<file path="src/rtl/rf_alu_ctrl_pkg.sv">
`default_nettype none
// ============================================================================
// Module      : rf_alu_ctrl_pkg
// Description : Shared opcodes, FSM state encoding and width defaults for the
//               register-file ALU sequencer.
// Revision    : 1.0 - initial release
// ============================================================================
package rf_alu_ctrl_pkg;

    localparam int DW_DEF = 8;
    localparam int AW_DEF = 3;

    localparam logic [2:0] OP_ADD = 3'd0;
    localparam logic [2:0] OP_SUB = 3'd1;
    localparam logic [2:0] OP_AND = 3'd2;
    localparam logic [2:0] OP_OR  = 3'd3;
    localparam logic [2:0] OP_XOR = 3'd4;
    localparam logic [2:0] OP_SLT = 3'd5;
    localparam logic [2:0] OP_SLL = 3'd6;
    localparam logic [2:0] OP_LI  = 3'd7;

    typedef enum logic [1:0] {
        S_IDLE  = 2'd0,
        S_READ  = 2'd1,
        S_EXEC  = 2'd2,
        S_WRITE = 2'd3
    } state_t;

endpackage
`default_nettype wire

</file>
<file path="src/rtl/rf_alu_ctrl_alu.sv">
`default_nettype none
// ============================================================================
// Module      : rf_alu
// Description : Purely combinational ALU. Produces the result, the carry or
//               borrow, and a flag saying whether the carry flag should update.
// Revision    : 1.0 - initial release
// ============================================================================
module rf_alu
    import rf_alu_ctrl_pkg::*;
#(
    parameter int DW = DW_DEF
) (
    input  logic [2:0]    op,
    input  logic [DW-1:0] op_a,
    input  logic [DW-1:0] op_b,
    input  logic [DW-1:0] imm,
    output logic [DW-1:0] res,
    output logic          carry_out,
    output logic          carry_we
);

    logic [DW:0] w_sum;
    logic        w_lt;

    assign w_sum = {1'b0, op_a} + {1'b0, op_b};
    assign w_lt  = (op_a < op_b);

    // Opcode decode; only ADD/SUB touch the carry flag
    always_comb begin
        res       = '0;
        carry_out = 1'b0;
        carry_we  = 1'b0;
        case (op)
            OP_ADD: begin
                res       = w_sum[DW-1:0];
                carry_out = w_sum[DW];
                carry_we  = 1'b1;
            end
            OP_SUB: begin
                res       = op_a - op_b;
                carry_out = w_lt;
                carry_we  = 1'b1;
            end
            OP_AND:  res = op_a & op_b;
            OP_OR:   res = op_a | op_b;
            OP_XOR:  res = op_a ^ op_b;
            OP_SLT:  res = {{(DW-1){1'b0}}, w_lt};
            OP_SLL:  res = op_a << op_b[2:0];
            OP_LI:   res = imm;
            default: res = '0;
        endcase
    end

endmodule
`default_nettype wire

</file>
<file path="src/rtl/rf_alu_ctrl.sv">
`default_nettype none
// ============================================================================
// Module      : rf_alu_ctrl
// Description : Four-state sequencer (IDLE/READ/EXEC/WRITE) that reads two
//               registers, runs the ALU and writes the result back.
// Revision    : 1.0 - initial release
// ============================================================================
module rf_alu_ctrl
    import rf_alu_ctrl_pkg::*;
#(
    parameter int DW = DW_DEF,
    parameter int AW = AW_DEF
) (
    input  logic          Clk,
    input  logic          Rst_n,
    input  logic          in_valid,
    output logic          in_ready,
    input  logic [2:0]    in_op,
    input  logic [AW-1:0] in_rd,
    input  logic [AW-1:0] in_rs,
    input  logic [AW-1:0] in_rt,
    input  logic [DW-1:0] in_imm,
    output logic [AW-1:0] RX,
    output logic [AW-1:0] RY,
    input  logic [DW-1:0] busX,
    input  logic [DW-1:0] busY,
    output logic [AW-1:0] RW,
    output logic [DW-1:0] busW,
    output logic          WEN,
    output logic          done,
    output logic          carry
);

    state_t        state_q, state_d;
    logic [2:0]    op_q, op_d;
    logic [AW-1:0] rd_q, rd_d;
    logic [DW-1:0] imm_q, imm_d;
    logic [AW-1:0] rx_q, rx_d;
    logic [AW-1:0] ry_q, ry_d;
    logic [DW-1:0] opa_q, opa_d;
    logic [DW-1:0] opb_q, opb_d;
    logic [DW-1:0] res_q, res_d;
    logic          carry_q, carry_d;
    logic [AW-1:0] rw_q, rw_d;

    logic [DW-1:0] w_alu_res;
    logic          w_alu_cout;
    logic          w_alu_cwe;

    rf_alu #(.DW(DW)) u_alu (
        .op        (op_q),
        .op_a      (opa_q),
        .op_b      (opb_q),
        .imm       (imm_q),
        .res       (w_alu_res),
        .carry_out (w_alu_cout),
        .carry_we  (w_alu_cwe)
    );

    // Next-state and datapath-capture logic; read addresses are latched at
    // accept so they are already stable for the whole READ cycle
    always_comb begin
        state_d = state_q;
        op_d    = op_q;
        rd_d    = rd_q;
        imm_d   = imm_q;
        rx_d    = rx_q;
        ry_d    = ry_q;
        opa_d   = opa_q;
        opb_d   = opb_q;
        res_d   = res_q;
        carry_d = carry_q;
        rw_d    = rw_q;
        case (state_q)
            S_IDLE: begin
                if (in_valid) begin
                    op_d    = in_op;
                    rd_d    = in_rd;
                    imm_d   = in_imm;
                    rx_d    = in_rs;
                    ry_d    = in_rt;
                    state_d = S_READ;
                end
            end
            S_READ: begin
                opa_d   = busX;
                opb_d   = busY;
                state_d = S_EXEC;
            end
            S_EXEC: begin
                res_d   = w_alu_res;
                if (w_alu_cwe) begin
                    carry_d = w_alu_cout;
                end
                rw_d    = rd_q;
                state_d = S_WRITE;
            end
            S_WRITE: state_d = S_IDLE;
            default: state_d = S_IDLE;
        endcase
    end

    // State and datapath registers with asynchronous active-low reset
    always_ff @(posedge Clk or negedge Rst_n) begin
        if (!Rst_n) begin
            state_q <= S_IDLE;
            op_q    <= '0;
            rd_q    <= '0;
            imm_q   <= '0;
            rx_q    <= '0;
            ry_q    <= '0;
            opa_q   <= '0;
            opb_q   <= '0;
            res_q   <= '0;
            carry_q <= 1'b0;
            rw_q    <= '0;
        end else begin
            state_q <= state_d;
            op_q    <= op_d;
            rd_q    <= rd_d;
            imm_q   <= imm_d;
            rx_q    <= rx_d;
            ry_q    <= ry_d;
            opa_q   <= opa_d;
            opb_q   <= opb_d;
            res_q   <= res_d;
            carry_q <= carry_d;
            rw_q    <= rw_d;
        end
    end

    // Handshake and write strobes decode straight from state, so an async
    // reset during WRITE drops WEN before the file can commit
    assign in_ready = (state_q == S_IDLE);
    assign done     = (state_q == S_WRITE);
    assign WEN      = (state_q == S_WRITE) && (rw_q != '0);
    assign RX       = rx_q;
    assign RY       = ry_q;
    assign RW       = rw_q;
    assign busW     = res_q;
    assign carry    = carry_q;

endmodule
`default_nettype wire

</file>
<file path="config.mk">
export PLATFORM = sky130hd
export DESIGN_NAME = rf_alu_ctrl
export DESIGN_NICKNAME = d
export VERILOG_FILES = /design/src/rtl/rf_alu_ctrl_pkg.sv /design/src/rtl/rf_alu_ctrl_alu.sv /design/src/rtl/rf_alu_ctrl.sv
export SDC_FILE = /design/constraint.sdc
export NUM_CORES = 1
export LEC_CHECK = 0
export ABC_AREA = 1
export BUFFER_PORTS_ARGS = -buffer_cell sky130_fd_sc_hd__buf_2
export CORE_ASPECT_RATIO = 1.1
export CORE_UTILIZATION = 59
export DETAILED_ROUTE_END_ITERATION = 10
export PLACE_DENSITY = 0.83
export SYNTH_ARGS = -nofsm -noshare
export SYNTH_HDL_FRONTEND = slang
export SYNTH_SLANG_ARGS = --single-unit
</file>
<file path="constraint.sdc">
create_clock -name Clk -period 5.33 [get_ports Clk]
set_input_delay 0.2665 -clock Clk [delete_from_list [all_inputs] [get_ports Clk]]
set_output_delay 0.2665 -clock Clk [all_outputs]
set_load 0.02 [all_outputs]
</file>
==> out/results.tsv <==
stage	metric	value	unit
global_route	met3 usage in global routing	0.0785	
placed_design	final RePlAce weighted congestion	1.02	
route	DR WL/cell	15.6	µm
floorplanning	Die ar.	6120	µm²
power_and_ir_drop	Seq pwr share	0.267	
finish	ratio of cells with drive above 1 in the final layout	0.174	
worst_setup_path	cell mode on critical path	inv_1	
floorplanning	Cell Rows	28	
sta	RSZ-0062 raised after global routing	no	
synth	Adder-Cell Fraction of Synth Area	0.118	
synth	top_reg_cell synth	dfrtp_1	
worst_setup_path	r2r endpoint	busW[4]	
synth	Synth Area in Compound Gates	0.116	
clocking	CTS tree	done	
clocking	H-tree levels	2	
power_and_ir_drop	Final Power	0.00273	W
worst_setup_path	Critical Path Fanout Max	16	
global_route	largest net degree at the start of global routing	51	
power_and_ir_drop	net switching power	0.00145	W
clocking	Longest Clk Path Bufs	2	
synth	Synth Area in Simple Gates	0.260	
route	Via Count	3267	
sta	fin. max-slew vios	0	
clocking	Setup Buffers After CTS	0	
synth	register area share after synthesis	0.365	
synth	yosys warns	0	
global_route	met2 Use GR	0.518	
synth	post-synthesis xor/xnor area fraction	0.00766	
clocking	post-cts gate resize count	0	
clocking	clk_lat worst skew	310	ps
floorplanning	Horiz. Die Dim	74.7	µm
worst_setup_path	Crit path depth	10	
finish	# fillers	486	
clocking	number of hold-repair buffers added at the cts stage	0	
worst_setup_path	max incr delay on CP	620	ps
finish	Post-Layout Inst Area	3840	µm²
placed_design	PortBufs	59	
synth	ys async rst share	1.00	
finish	antenna cells	0	
route	Total Wirelength	9160	µm
power_and_ir_drop	pwr dens	712	nW/µm²
worst_setup_path	FF-to-FF setup slack	3170	ps
synth	Seq cells post-synth	50	
sta	slew margin rel.	0.257	
power_and_ir_drop	leakage power	2.04	nW
finish	area delta synth->final	12.0	%
sta	Slew @ Worst Pin	1120	ps
placed_design	Placement Cell Area	3730	µm²
global_route	gr ovfl total	0	
floorplanning	Core ar.	5500	µm²
worst_setup_path	Worst setup EP type	register	
synth	Mapped Area	3430	µm²
job	MaxCap Viol Count	0	
finish	NumNets Final	582	
placed_design	Post-DP HPWL	7200	µm
floorplanning	I/O pins	60	
synth	number of synthesized flops with an enable pin	0	
worst_setup_path	worst reg2reg path startpoint	opb_q[0]	
global_route	number of global-route vias before repair	2968	
global_route	GRT busiest layer	met2	
clocking	root buf cell	clkbuf_8	
synth	cells after synthesis	463	
global_route	met1 usage	0.392	
sta	worst clock skew	6.76	ps
worst_setup_path	crit path buf inv count	3	
sta	Total Neg Setup Slack	0	ps
route	vias per inst	5.57	
route	ANT nets after route	0	
worst_setup_path	kind of critical path	register to register	
floorplanning	Initial Util	0.623	
status	status	finished, final reports clean	
synth	Avg Cell Area, Syn	7.40	µm²
floorplanning	Die H	82.0	µm
route	# DRC	0	
power_and_ir_drop	Sw Ratio	0.531	
sta	Fmax	0.463	GHz
global_route	antenna violations before repair	0	
global_route	total track usage	0.312	
route	DR pass1 iterations	5	
worst_setup_path	critical path's top delay family	adder cells	
synth	main combinational cell family by area after synthesis	simple AND/OR/NAND/NOR gates	
clocking	Clock Pin Slew Worst Setup and Hold Paths	90	ps
worst_setup_path	CP cell instances	ha_1 > inv_1 > fa_1 > inv_1 > nand3_1 > nand3_1 > xor2_1 > o21ai_0 > inv_1 > a21oi_1	
worst_setup_path	crit path to	busW[4]	
min_path	Hold WC Path Type	primary input to asynchronous set/reset pin	
power_and_ir_drop	Clock power frac	0.100	
power_and_ir_drop	Combinational Power Share	0.633	
worst_setup_path	crit path from	opb_q[0]	
sta	min Tclk post-route	2160	ps
worst_setup_path	Worst Path Arrival	2360	ps
worst_setup_path	Crit path required time	5530	ps
synth	mux share of post-synthesis cell area	0.0361	
power_and_ir_drop	worst vdd ir	401	µV
synth	post-synth cell types	33	
global_route	global-route wire length before repair	14000	µm
power_and_ir_drop	cell internal pwr	0.00128	W
clocking	clock sink count	50	
worst_setup_path	FF-to-FF path depth	10	
clocking	CTS Buf Count	5	
worst_setup_path	CP startpoint kind	register	
sta	Final Hold Viols	0	
synth	Mapped Nets	533	
sta	Final setup viols	0	
route	DR iter-0 viols	251	
worst_setup_path	critical path's slowest cell	dfrtp_1	
sta	crit share post-route	0.405	
==> cell type report <==
type                    count  area [µm²]  area share
clock buffers               5        68.8      0.0179
clock inverters             2        38.8      0.0101
inverters                  67         251      0.0655
multi-input cells         329        1840       0.479
flip-flops and latches     50        1250       0.326
well taps                  75        93.8      0.0244
repair buffers             59         295      0.0769
==> cell usage after synthesis (2+ instances only) <==
library cell	n	area, µm²
inv_2	5	18.8
nor2_1	50	188
buf_2	6	30.0
inv_1	62	233
o22ai_1	7	43.8
nand3_2	2	20.0
mux2_2	11	124
ha_1	29	363
xor2_1	2	17.5
nand2_1	104	390
nor2_2	2	12.5
fa_1	2	40.0
clkbuf_1	8	30.0
a21oi_1	28	140
a31oi_1	2	12.5
o21bai_1	2	15.0
nand3_1	36	180
nand3b_1	2	15.0
o21ai_0	33	165
nand4_1	8	50.1
dfrtp_1	50	1250
==> kinds of logic (layout without fill, tap and decap cells) <==
kind of cell	Yosys count	count (layout)
AO/OA/AOI/OAI	75	75
XOR/XNOR	3	3
adder cells (fa/ha/maj)	31	31
buffers and inverters	84	133
flip-flops	50	50
multiplexers	11	11
AND/OR/NAND/NOR	209	209
==> flip-flops by register name, indices dropped and copies added (netlist names) <==
register and flops:
RW 3, op_q 3, imm_q 8, RX 3, carry 1, opa_q 8, rd_q 3, opb_q 8
state_q 2, busW 8, RY 3
==> cells in the final DEF, fill, tap and decap left out, types with 2 or more instances in the layout <==
cell | Yosys | routed
dfrtp_1 | 50 | 50
fa_1 | 2 | 2
a21oi_1 | 28 | 28
nand4_1 | 8 | 8
mux2_2 | 11 | 11
nand2_1 | 104 | 104
buf_2 | 6 | 59
nor2_2 | 2 | 2
o22ai_1 | 7 | 7
nand3_2 | 2 | 2
o21bai_1 | 2 | 2
nor2_1 | 50 | 50
a31oi_1 | 2 | 2
inv_1 | 62 | 62
xor2_1 | 2 | 2
o21ai_0 | 33 | 33
nand3b_1 | 2 | 2
clkbuf_8 | 0 | 5
inv_2 | 5 | 5
ha_1 | 29 | 29
nand3_1 | 36 | 36
==> how the worst min path moves through the flow <==
stage                         from        to  cells past startpoint
after global placement     rd_q[0]     RW[0]                      2
after floorplan              Rst_n     RW[0]                      0
after global routing      in_rt[0]     RY[0]                      2
after CTS                  busX[7]  opa_q[7]                      3
after detailed placement   busW[6]   busW[6]                      2
final                        Rst_n   busW[5]                      1
==> worst register-to-register path: cells and delay by family, from the launching register on <==
family / cells / cell delay, ps
xor+xnor: 1 / 140
simple gates: 2 / 190
flops: 1 / 620
fa+ha+maj: 2 / 710
compound gates: 2 / 140
buf+inv: 3 / 260
==> routing by layer <==
| layer | routed length (µm) | vias to the layer above |
|---|---|---|
| li1 | - | 1575 |
| met1 | 3880 | 1520 |
| met2 | 4390 | 150 |
| met3 | 650 | 22 |
| met4 | 238 | 0 |
| met5 | 0 | - |
==> metrics by stage <==
step / util / hold WS, ps / setup WS [ps] / std cells
after floorplan: - / -29.1 / 3610 / 463
after detailed placement: 0.679 / 469 / 3220 / 580
final: 0.698 / 152 / 3170 / 587
after global placement: 0.679 / 453 / 3260 / 580
after global routing: 0.698 / 172 / 2950 / 587
after CTS: 0.698 / 159 / 3200 / 587
==> power by group through the flow <==
stage / clock network, W / logic (W) / registers [W]
final: 0.000273 / 0.00173 / 0.000730
after global routing: 0.000285 / 0.00192 / 0.000758
after CTS: 0.000273 / 0.00170 / 0.000727
after detailed placement: 0 / 0.00169 / 0.000735
after global placement: 0 / 0.00166 / 0.000720
after floorplan: 0 / 0.00120 / 0.000760
No activity file was read; power rests on OpenSTA's default activity.
